**src/rtl/k_fifo_wr_arb_t1.sv**
```systemverilog
// Round-robin burst arbiter sharing one FIFO write port among NREQ requesters.
// A grant lasts until the last beat, MAX_BURST beats or a dropped valid, then one IDLE cycle follows.
module k_fifo_wr_arb_t1 #(
    parameter  int NREQ      = 4,
    parameter  int data_size = 8,
    parameter  int MAX_BURST = 4,
    localparam int GW        = (NREQ > 1) ? $clog2(NREQ) : 1
) (
    input  logic                      clk,
    input  logic                      rst,
    input  logic [NREQ-1:0]           req_valid,
    input  logic [NREQ-1:0]           req_last,
    input  logic [NREQ*data_size-1:0] req_data,
    output logic [NREQ-1:0]           req_ready,
    output logic                      wput,
    output logic [data_size-1:0]      wdata,
    input  logic                      wrdy,
    output logic [GW-1:0]             grant_id,
    output logic                      busy
);

    localparam int CW = $clog2(MAX_BURST + 1);

    typedef enum logic {
        IDLE = 1'b0,
        BUSY = 1'b1
    } state_t;

    state_t        state;
    state_t        state_nxt;
    logic [GW-1:0] last_grant;
    logic [CW-1:0] beat_cnt;
    logic [GW-1:0] pick;
    logic          found;
    logic          beat;
    logic          rel;

    // Handshake: a beat moves when wput && wrdy; the granted requester keeps
    // valid/data/last stable until its req_ready bit pulses for that beat.
    assign beat = wput && wrdy;

    // Round-robin search starting one past the previous owner.
    always_comb begin
        pick  = '0;
        found = 1'b0;
        for (int i = 1; i <= NREQ; i++) begin
            if (!found && req_valid[(int'(last_grant) + i) % NREQ]) begin
                found = 1'b1;
                pick  = GW'((int'(last_grant) + i) % NREQ);
            end
        end
    end

    always_ff @(posedge clk) begin
        if (rst) begin
            state <= IDLE;
        end else begin
            state <= state_nxt;
        end
    end

    always_comb begin
        state_nxt = state;
        rel       = 1'b0;
        case (state)
            IDLE: begin
                if (found) begin
                    state_nxt = BUSY;
                end
            end
            BUSY: begin
                if (!req_valid[grant_id]) begin
                    rel = 1'b1;
                end else if (beat && (req_last[grant_id] ||
                                      beat_cnt == CW'(MAX_BURST - 1))) begin
                    rel = 1'b1;
                end
                if (rel) begin
                    state_nxt = IDLE;
                end
            end
        endcase
    end

    always_comb begin
        busy      = (state == BUSY);
        wput      = !rst && (state == BUSY) && req_valid[grant_id];
        wdata     = req_data[int'(grant_id) * data_size +: data_size];
        req_ready = '0;
        if (beat) begin
            req_ready[grant_id] = 1'b1;
        end
    end

    // Grant and beat count only move on arbitration or an accepted beat;
    // wrdy stalls leave both untouched.
    always_ff @(posedge clk) begin
        if (rst) begin
            grant_id   <= '0;
            last_grant <= GW'(NREQ - 1);
            beat_cnt   <= '0;
        end else if (state == IDLE) begin
            if (found) begin
                grant_id <= pick;
                beat_cnt <= '0;
            end
        end else begin
            if (beat) begin
                beat_cnt <= beat_cnt + 1'b1;
            end
            if (rel) begin
                last_grant <= grant_id;
            end
        end
    end

endmodule

```
**config.mk**
```make
export PLATFORM = sky130hd
export DESIGN_NAME = k_fifo_wr_arb_t1
export DESIGN_NICKNAME = d
export VERILOG_FILES = /design/src/rtl/k_fifo_wr_arb_t1.sv
export SDC_FILE = /design/constraint.sdc
export NUM_CORES = 1
export LEC_CHECK = 0
export BUFFER_PORTS_ARGS = -buffer_cell sky130_fd_sc_hd__buf_4
export CAP_MARGIN = 20
export CORE_AREA = 4 4 49 51
export DETAILED_ROUTE_END_ITERATION = 16
export DIE_AREA = 0 0 53 55
export GPL_ROUTABILITY_DRIVEN = 0
export MAX_ROUTING_LAYER = met4
export PLACE_DENSITY = 0.75
export SYNTH_ARGS = -nofsm -noshare
export SYNTH_HDL_FRONTEND = slang
export SYNTH_SLANG_ARGS = --single-unit
export TNS_END_PERCENT = 100
```
**constraint.sdc**
```tcl
create_clock -name clk -period 1.9 [get_ports clk]
set_input_delay 0.285 -clock clk [delete_from_list [all_inputs] [get_ports clk]]
set_output_delay 0.285 -clock clk [all_outputs]
set_load 0.02 [all_outputs]
```
Yosys cells after proc, flatten, opt, wreduce, memory -nomap -nowiden
Index checks and enable logic that the tools add are counted.
{"block": "word_totals", "word_cells": 81, "out_inout_bits": 16, "inputBits": 43, "register_bits": 8}
{"block": "op_classes", "n_bitwise": 5, "n_lt_le_gt_ge": 6, "shift": 1, "n_eq_ne": 2, "n_reduce_logical": 21, "add_sub_neg": 5, "mux": 37}
{"op": "$shiftx 32x6->8", "n": 1}
{"op": "$mux 1", "n": 21}
{"op": "$lt 3x4->1 const B", "n": 4}
{"op": "$bmux 1 s2", "n": 6}
{"op": "$mux 3", "n": 3}
{"op": "$logic_and 1x1->1", "n": 8}
{"op": "$mux 2", "n": 4}
{"op": "$reduce_or 2->1", "n": 4}
{"op": "$reduce_and 2->1", "n": 3}
{"op": "$add 2x1->2 const B", "n": 2}
{"op": "$add 2x2->2 const B", "n": 2}
{"op": "$and 1x1->1 const A", "n": 4}
{"op": "$logic_not 1->1", "n": 4}
{"op": "$mux 4", "n": 1}
{"op": "$add 3x1->3 const B", "n": 1}
{"op": "$eq 3x2->1 const B", "n": 1}
{"op": "$lt 2x3->1 const B", "n": 1}
{"op": "$demux 1 s2", "n": 1}
{"op": "$ge 2x1->1 const B", "n": 1}
{"op": "$ne 2x1->1 const B", "n": 1}
{"op": "$pmux 1 s2", "n": 1}
{"op": "$reduce_bool 2->1", "n": 1}
{"op": "$logic_or 1x1->1", "n": 1}
{"op": "$not 1->1", "n": 1}

Longest topological paths before layout
Gate-level depths: netlist of run 1.
{"block": "depth", "word_depth": 18, "depth_mapped": 5, "mapped_depth_nobuf": 5}

Worst setup path before layout of run 1
Ideal clock, no wire load.
{"block": "synth_timing", "kind": "register -> output", "start": "register grant_id[1]", "end": "output req_ready[0]", "arrival_time_ns": 1.552, "path_stages_with_launch": 5, "t_required_ns": 1.615, "n_path_buf": 1, "slack_ns": 0.063, "path_cell_list": "dfxtp_1 buf_2 mux4_2 nand4_2 nor3_1"}
{"block": "synth_between", "elab_chain_len": 5, "word_cells_on_any_way": 10, "cone_classes": "2 x order compare; 5 x mux; 3 x reduce/logical"}
{"item": "from (decl)", "line": "18", "rtl": "output logic [GW-1:0] grant_id,"}
{"item": "from (signal assigned)", "line": "104", "rtl": "grant_id <= pick;"}
{"item": "$lt 2x3->1 (not written as such), or another cell as far along", "line": "91", "rtl": "req_ready[grant_id] = 1'b1;"}
{"item": "$logic_and 1x1->1 (not written as such) or $mux 1 (tied branches)", "line": "91, 87"}
{"item": "$mux 1 (not written as such) or $logic_and 1x1->1 (tied branches)", "line": "91, 87"}
{"item": "$demux 1 s2 or $logic_and 1x1->1 (tied branches)", "line": "91, 40"}
{"item": "$mux 4 *", "line": "90", "rtl": "if (beat) begin"}
{"item": "to (decl)", "line": "14", "rtl": "output logic [NREQ-1:0] req_ready,"}
Mark *: on every way between the ends. The rest lies on a longest branch, timed or not. The select of a mux whose other input is x is not followed.

Worst setup path in the final report of run 1
{"block": "layout_timing", "start": "register grant_id[0]", "end": "output wdata[4]"}
{"block": "layout_between", "elab_chain_len": 1}
{"item": "$shiftx 32x6->8", "line": "88", "rtl": "wdata = req_data[int'(grant_id) * data_size +: data_size];"}
{"item": "to (decl)", "line": "16", "rtl": "output logic [data_size-1:0] wdata,"}
Every way passes these cells.

==> results.md, run 1 <==
- Status: completed
- Post-DR vias/cell: approximately 5.3
- Routed met3 length: about 290 µm
- Post-DRT Antenna Nets: 0
- Initial Utilization: 36.47%
- Die Y: between 50 and 60 µm
- Arrival @ worst endpoint: approximately 1.5 ns
- CTS tree: built
- Clk sink count: 8
- Clock buffer depth: 2
- I/O Buffers: 58
- Cell count after synthesis: 72
- Clock Skew: 0.007312 ns
- Layout cells sized above 1: 62.60%
- NetSw: ~0.24 mW
- Hold Vio Cnt, Final: 0
- Clk network pwr share: ~18%
- DR pass1 iterations: 2
- Register area share after synthesis: 22.61%
- Ports: between 50 and 60
- Via count: 833
- Top sig layer: met3
- Yosys reg bits: 8
- Post-detail-place hpwl: ~2000 µm
- Ratio of total power to cell area: about 580 mW/mm²
- Row Count: 16
- Total Power: 0.7051 mW
- Power Internal: roughly 0.46 mW
- Relative slew slack: between 70% and 80%
- HP Start: rst
- DRT Wirelength: 2455 µm
- DRC viols: 0
- RSZ-0062 raised after global routing: false
- Worst VDD drop: 0.4020 mV
- Core Box Area: 0.001942 mm²
- Hold Crit Endpoint: grant_id[1]$_SDFFE_PP0P_
- Synthesized area per cell: slightly below 10 µm²
- Largest net degree at the start of global routing: 15
- Remaining global-route overflow: 0
- HP Class: in -> reg
- Reg2reg path depth: 4
- TNS Setup: 0 ns
- Multi-input gate area: roughly 510 µm²
- Final hold slack: 0.2446 ns
- WL met1: about 930 µm
- Setup WS post-layout: approximately 0.086 ns
- Slack of the worst reg-to-reg path: between 0.3 and 0.4 ns
- Full die area: between 0.002 and 0.003 mm²
- Area growth from synthesis to layout: 71.91%
- Post-synthesis cell type count: 30
- 1st-iter DRT viols: 7
- Cts hold-fix bufs: 0
- Max Cap Viol: 0
- Mapped cell area: about 710 µm²
- Later-pin clock latency in the skew report: 0.24 ns
- CTS root buf: clkbuf_4
- Clock slew at the register clock pins of the worst setup and hold paths: around 0.060 ns
- Fin crit share: a little over nine tenths
- Syn_nets: between 100 and 150
- Count of final setup violators: 0
- Initial antenna violation count: 0
- Layout net count: between 150 and 200
- # diodes: 0
- Sw Share: between 30 and 40%
- Die Width: around 53 µm
- CP max FO: 14
- Global-route wire length before repair: 3367 µm
- Sequential Area: 162.7 µm²
- WP data required: ~1.6 ns
- Final Core Density: a little over three fifths
- CP Capture Type: output pin
- Power share of the sequential group: 30.1%
- Num CTS Buffers: 3
- Comb pwr share: between 50% and 60%
- Worst Hold Depth: 2
- Slew Limit Fails: 0
- Place WS: 0.1725 ns
- Total Routing Usage GR: between 10% and 20%
- CP Launch Type: register
- Met2 wire length: ~1200 µm
- Critical path class: reg -> out
- Pleak: 0.5666 nW
- Yosys warning total: 0
- FILL cells: 162
- Vias in the first global route: 741
- Worst r2r src: grant_id[1]$_SDFFE_PP0P_
- Minimum clock period: between 1.5 and 2 ns
- Worst slew pin tran: between 0.3 and 0.4 ns
- WL/cell: about 16 µm
- Max frequency: about 0.55 GHz
- Reg-to-Reg End: last_grant[0]$_SDFFE_PP1P_
- H-Tree Depth: 1
## cell usage after synthesis, drive strengths merged
master	count	area share, %
buf	3	2.5
or2	1	0.88
o311ai	1	1.2
a2bb2oi	1	1.2
o31ai	1	1.1
o31a	1	1.2
nor2	5	2.7
clkbuf	3	1.6
mux2	2	3.2
nor3b	1	1.1
a211o	1	1.2
mux4	9	29
mux2i	3	4.2
and3	1	0.88
o22ai	1	0.88
nand2	1	0.53
a21oi	4	2.8
nand2b	1	0.88
ha	2	3.5
and2	1	0.88
o21ai	3	2.1
nand4	4	4.4
a31oi	1	0.88
dfxtp	8	23
o22a	1	1.4
nor4	1	0.88
nor3	4	2.8
inv	7	3.7
## placed cells by master, fill, tap and decap left out, drive strengths merged, types with 4 or more instances in the layout
master	netlist	final
dfxtp	8	8
nor2	5	5
nor3	4	4
nand4	4	4
inv	7	7
buf	3	62
a21oi	4	4
mux4	9	9
## registers in the layout, indices dropped and copies added, names as in the netlist
register    cells
last_grant      2
busy            1
grant_id        2
beat_cnt        3
## metrics by stage
| step | instance area (µm²) | std cells |
|---|---|---|
| 6_report | 1217 | 158 |
| 5_1_grt | 1217 | 158 |
| 4_1_cts | 1187 | 156 |
| 3_5_place_dp | 1164 | 153 |
| 3_3_place_gp | 1164 | 153 |
| 2_1_floorplan | 708.2 | 72 |
## cell families (layout without fill, tap and decap cells)
kind of cell             Yosys count  count (layout)  share of synthesized area, %
AO/OA/AOI/OAI                     15              15                         14.14
buffers and inverters             13              72                         7.775
AND/OR/NAND/NOR                   20              20                         15.90
multiplexers                      14              14                         36.04
flip-flops                         8               8                         22.61
adder cells (fa/ha/maj)            2               2                         3.533
## worst max path at each step
stage / from / to / slack [ns] / cells past startpoint
4_1_cts: grant_id[0]$_SDFFE_PP0P_ / req_ready[0] / 0.04 / 4
6_report: grant_id[0]$_SDFFE_PP0P_ / wdata[4] / 0.09 / 3
3_5_place_dp: grant_id[1]$_SDFFE_PP0P_ / req_ready[0] / 0.17 / 4
2_1_floorplan: grant_id[1]$_SDFFE_PP0P_ / req_ready[0] / 0.06 / 4
3_3_place_gp: grant_id[1]$_SDFFE_PP0P_ / req_ready[0] / 0.27 / 4
5_1_grt: grant_id[0]$_SDFFE_PP0P_ / wdata[0] / 0.006 / 3
## cell type report
type                            instances  share of cell area (%)
Inverter                                7                   2.158
Timing Repair Buffer                   62                   38.23
Tap cell                               27                   2.775
Sequential cell                         8                   13.36
Multi-Input combinational cell         51                   41.62
Clock buffer                            3                   1.850
## per-layer routing
layer	vias to the layer above	track usage, %
met5	-	-
li1	402	-
met3	0	4.558
met1	390	16.78
met4	0	2.979
met2	41	30.37
## repair_timing
| action | CTS | global route |
|---|---|---|
| pin swaps | 0 | 1 |
| setup buffers | 0 | 2 |
| gates resized for setup | 1 | 3 |
| setup endpoints to repair | 4 | 12 |
## critical path: stages (launching register included)
cell,delay (ns)
dfxtp_2,0.33
buf_4,0.24
mux4_2,0.54
buf_4,0.17
## power by group through the flow
stage / logic (mW) / registers [mW] / clock network (mW)
after floorplan: 0.209 / 0.211 / 0
after global placement: 0.359 / 0.211 / 0
after detailed placement: 0.365 / 0.213 / 0
after CTS: 0.365 / 0.210 / 0.130
after global routing: 0.396 / 0.215 / 0.141
final: 0.368 / 0.212 / 0.125
Power figures use the tool's default switching activity.
==> inputs of run 2 (changes only) <==
- ABC_AREA: default -> 1
- CORE_AREA: 4 4 49 51 -> 4 4 54 56
- DIE_AREA: 0 0 53 55 -> 0 0 58 60
- PLACE_DENSITY: 0.75 -> 0.73
==> run 2 against run 1 <==
Net effect:
- register-to-register slack got worse by 0.12 ns
- maximum frequency is 2.4% higher
- clock power increased by 12%
- power grew to 2.5 times the previous value
- cell count increased by 54%
- via count grew 50%
- critical path depth up 3
- non-clock buffer count fell by 2
- hold slack worse by 0.034 ns
- area after synthesis increased by 32%
- core utilization is 4.1 points lower
- critical endpoint is now wdata[6]
==> results.md, run 2 <==
- Status: completed
- HP Class: in -> reg
- Placed Cells: 241 (+58%)
- Busiest grt layer: met2
- CP max stage cell: dfxtp_4
- Relative slew slack: 76.89% (-0.82 points)
- Top post-synthesis cells by area: nand2_1 (22%), dfxtp_1 (17%), a22oi_1 (10%)
- Remaining global-route overflow: 0 (unchanged)
- Worst slew pin tran: 0.3462 ns (+0.01486 ns)
- Post-detail-place hpwl: 2726 µm (+35%)
- Top-count cell post-synth: nand2_1
- Clock buffer depth: 2 (unchanged)
- Delay-heaviest family, CP: buffers and inverters
- Global-route wire length before repair: 5361 µm (+59%)
- CTS root buf: clkbuf_4
- Vias in the first global route: 1,249 (+69%)
- Count of final setup violators: 0 (unchanged)
- Cts hold-fix bufs: 0 (unchanged)
- Arrival @ worst endpoint: 1.49 ns (-0.04 ns)
- Largest net degree at the start of global routing: 11 (-4)
- CP Capture Type: output pin
- HP Start: rst
- Clk sink count: 8 (unchanged)
- Worst r2r src: last_grant[0]$_SDFFE_PP1P_
- Yosys reg bits: 8 (unchanged)
- Full die area: 0.003480 mm² (+19%)
- Pleak: 0.7721 nW (+36%)
- Max reg flops: 3 (unchanged)
- Num CTS Buffers: 3 (unchanged)
- Async set or reset register ratio after synthesis: 0% (unchanged)
- Final Core Density: 58.59% (-4.1 points)
- # diodes: 0 (unchanged)
- Syn_nets: 199 (+70%)
- H-Tree Depth: 1 (unchanged)
- 1st-iter DRT viols: 71 (+64)
- Post-synthesis cell type count: 24 (-20%)
- Worst-path cell chain: buf_4, nand2_1, inv_1, a22oi_1, nand2_1, buf_4
- Final hold slack: 0.2108 ns (-0.03385 ns)
- CTS tree: built
- Later-pin clock latency in the skew report: 0.27 ns (+0.03 ns)
- Hold Crit Endpoint: beat_cnt[1]$_SDFFE_PP0P_
- Design Area, Final: 0.001425 mm² (+17%)
- Synthesized area per cell: 6.053 µm² (-38%)
- Total Routing Usage GR: 20.18% (+4.1 points)
- CP Buf/Inv Count: 3 (+1)
- I/O Buffers: 58 (unchanged)
- Max frequency: 0.5647 GHz (+2.4%)
- Met3 GRT Util: 4.536% (-0.022 points)
- Layout net count: 261 (+47%)
- Clock slew at the register clock pins of the worst setup and hold paths: 0.06 ns (about the same)
- Clock Skew: 0.002530 ns (-0.004782 ns)
- GR Layer Usage met1: 21.27% (+4.5 points)
- Synth top cells by count: nand2_1 (54), nand3_1 (19), a22oi_1 (13), nor2_1 (12), inv_1 (11)
- Initial antenna violation count: 0 (unchanged)
- Commonest non-fill, non-tap cells in the layout: buf_4 (60), nand2_1 (54), nand3_1 (19)
- Post-route insts no fill: 244 (+54%)
- Post-DRT Antenna Nets: 0 (unchanged)
- Largest registers: beat_cnt x3, grant_id x2, last_grant x2
- Commonest non-fill, non-tap cell in the layout: buf_4
- Post-DR vias/cell: 5.111 (-3.1%)
- CP max FO: 9 (-5)
- Minimum clock period: 1.771 ns (-0.04320 ns)
- DR pass1 iterations: 4 (+2)
- Row Count: 18 (+2)
- Reg2reg path depth: 10 (+6)
- Area growth from synthesis to layout: 52.89%
- Slew Limit Fails: 0 (unchanged)
- Post-synth EDFFs: 0 (unchanged)
- Worst VDD drop: 0.8175 mV (+100%)
- DRT Wirelength: 3294 µm (+34%)
- Top_reg_cell synth: dfxtp_1
- Yosys top cell area share: 21.74% (-6.9 points)
- WP data required: 1.62 ns (about the same)
- Max Cap Viol: 0 (unchanged)
- Core Box Area: 0.002432 mm² (+25%)
- Initial Utilization: 38.32% (+1.9 points)
- Cell count after synthesis: 154 (+110%)
- Via count: 1,247 (+50%)
- CP Launch Type: register
- WL/cell: 13.50 µm (-13%)
- Slack of the worst reg-to-reg path: 0.26 ns (-0.12 ns)
- Worst Hold Depth: 2 (unchanged)
- Reg-to-Reg End: beat_cnt[2]$_SDFFE_PP0P_
- Ratio of total power to cell area: 1262 mW/mm² (+120%)
- Hold Vio Cnt, Final: 0 (unchanged)
- Die Y: 60 µm (+9.1%)
- Register area share after synthesis: 17.18% (-5.4 points)
- Largest register by flop count: beat_cnt
- Largest stage delay, worst path: 0.38 ns (-0.16 ns)
- Die Width: 58 µm (+9.4%)
- TNS Setup: 0 ns (unchanged)
- Critical path class: reg -> out
- Synth area leader: nand2_1
- Fin crit share: 93.20% (-2.3 points)
- Area after DPL: 0.001393 mm² (+20%)
- Ports: 59 (unchanged)
- DRC viols: 0 (unchanged)
- Met2 usage: 38.39% (+8.0 points)
- Layout cells sized above 1: 40.65% (-22 points)
- RSZ-0062 raised after global routing: false
- Mapped cell area: 932.1 µm² (+32%)
- Yosys warning total: 0 (unchanged)
==> run 2: cell count changes after synthesis, moves of 3 or more <==
| cell | change |
|---|---|
| nor2_1 | +7 |
| nand2_2 | +5 |
| inv_2 | +4 |
| nand4_1 | -3 |
| clkbuf_1 | -3 |
| mux4_2 | -9 |
| inv_1 | +4 |
| a22oi_1 | +13 |
| nand2_1 | +53 |
| mux2i_1 | -3 |
| nand3_1 | +19 |
==> run 2: logic make-up (layout without fill, tap and decap cells) <==
| kind of cell | Yosys count | after routing | share of synthesized area (%) |
|---|---|---|---|
| buf+inv | 19 | 79 | 9.664 |
| fa+ha+maj | 2 | 2 | 2.684 |
| simple gates | 101 | 101 | 52.89 |
| compound gates | 24 | 24 | 17.58 |
| flops | 8 | 8 | 17.18 |
==> run 2: worst max-delay path by stage <==
stage                                   startpoint            to  cells past startpoint
final                     grant_id[0]$_SDFFE_PP0P_      wdata[6]                      6
after global routing      grant_id[0]$_SDFFE_PP0P_      wdata[6]                      6
after CTS                 grant_id[1]$_SDFFE_PP0P_      wdata[1]                      6
after detailed placement  grant_id[0]$_SDFFE_PP0P_  req_ready[0]                      7
after global placement    grant_id[0]$_SDFFE_PP0P_  req_ready[0]                      7
after floorplan           grant_id[0]$_SDFFE_PP0P_  req_ready[0]                      7
==> run 2: layer usage <==
metal	wire, µm	part of all wire, %
met1	1246	38
met2	1710	52
met3	311	9.4
met4	25	0.76
met5	0	0
==> run 2: stage by stage <==
stage               setup WS (ns)  total power, mW
floorplan                 0.09653            1.235
global placement           0.3217            1.599
detailed placement         0.2613            1.644
CTS                       0.02058            1.795
global route             0.005930            1.963
finish                     0.1292            1.798
==> run 2: what timing repair did <==
| action | 4_1_cts | 5_1_grt |
|---|---|---|
| resized for setup | 1 | 4 |
| buffers inserted | 0 | 0 |
| setup endpoints to repair | 1 | 10 |
==> run 2: layout make-up <==
class / count / area [µm²]
multi-input cells: 127 / 686.9
clock buffers: 3 / 22.52
flip-flops and latches: 8 / 165.2
repair buffers: 60 / 450.4
fillers: 241 / 1007
inverters: 16 / 62.56
well taps: 30 / 37.54
==> run 2: where the power goes <==
group	switching (mW)	internal (mW)	total (mW)
Combinational	0.838	0.526	1.36
Sequential	0.0761	0.217	0.293
Clock	0.0668	0.0729	0.140
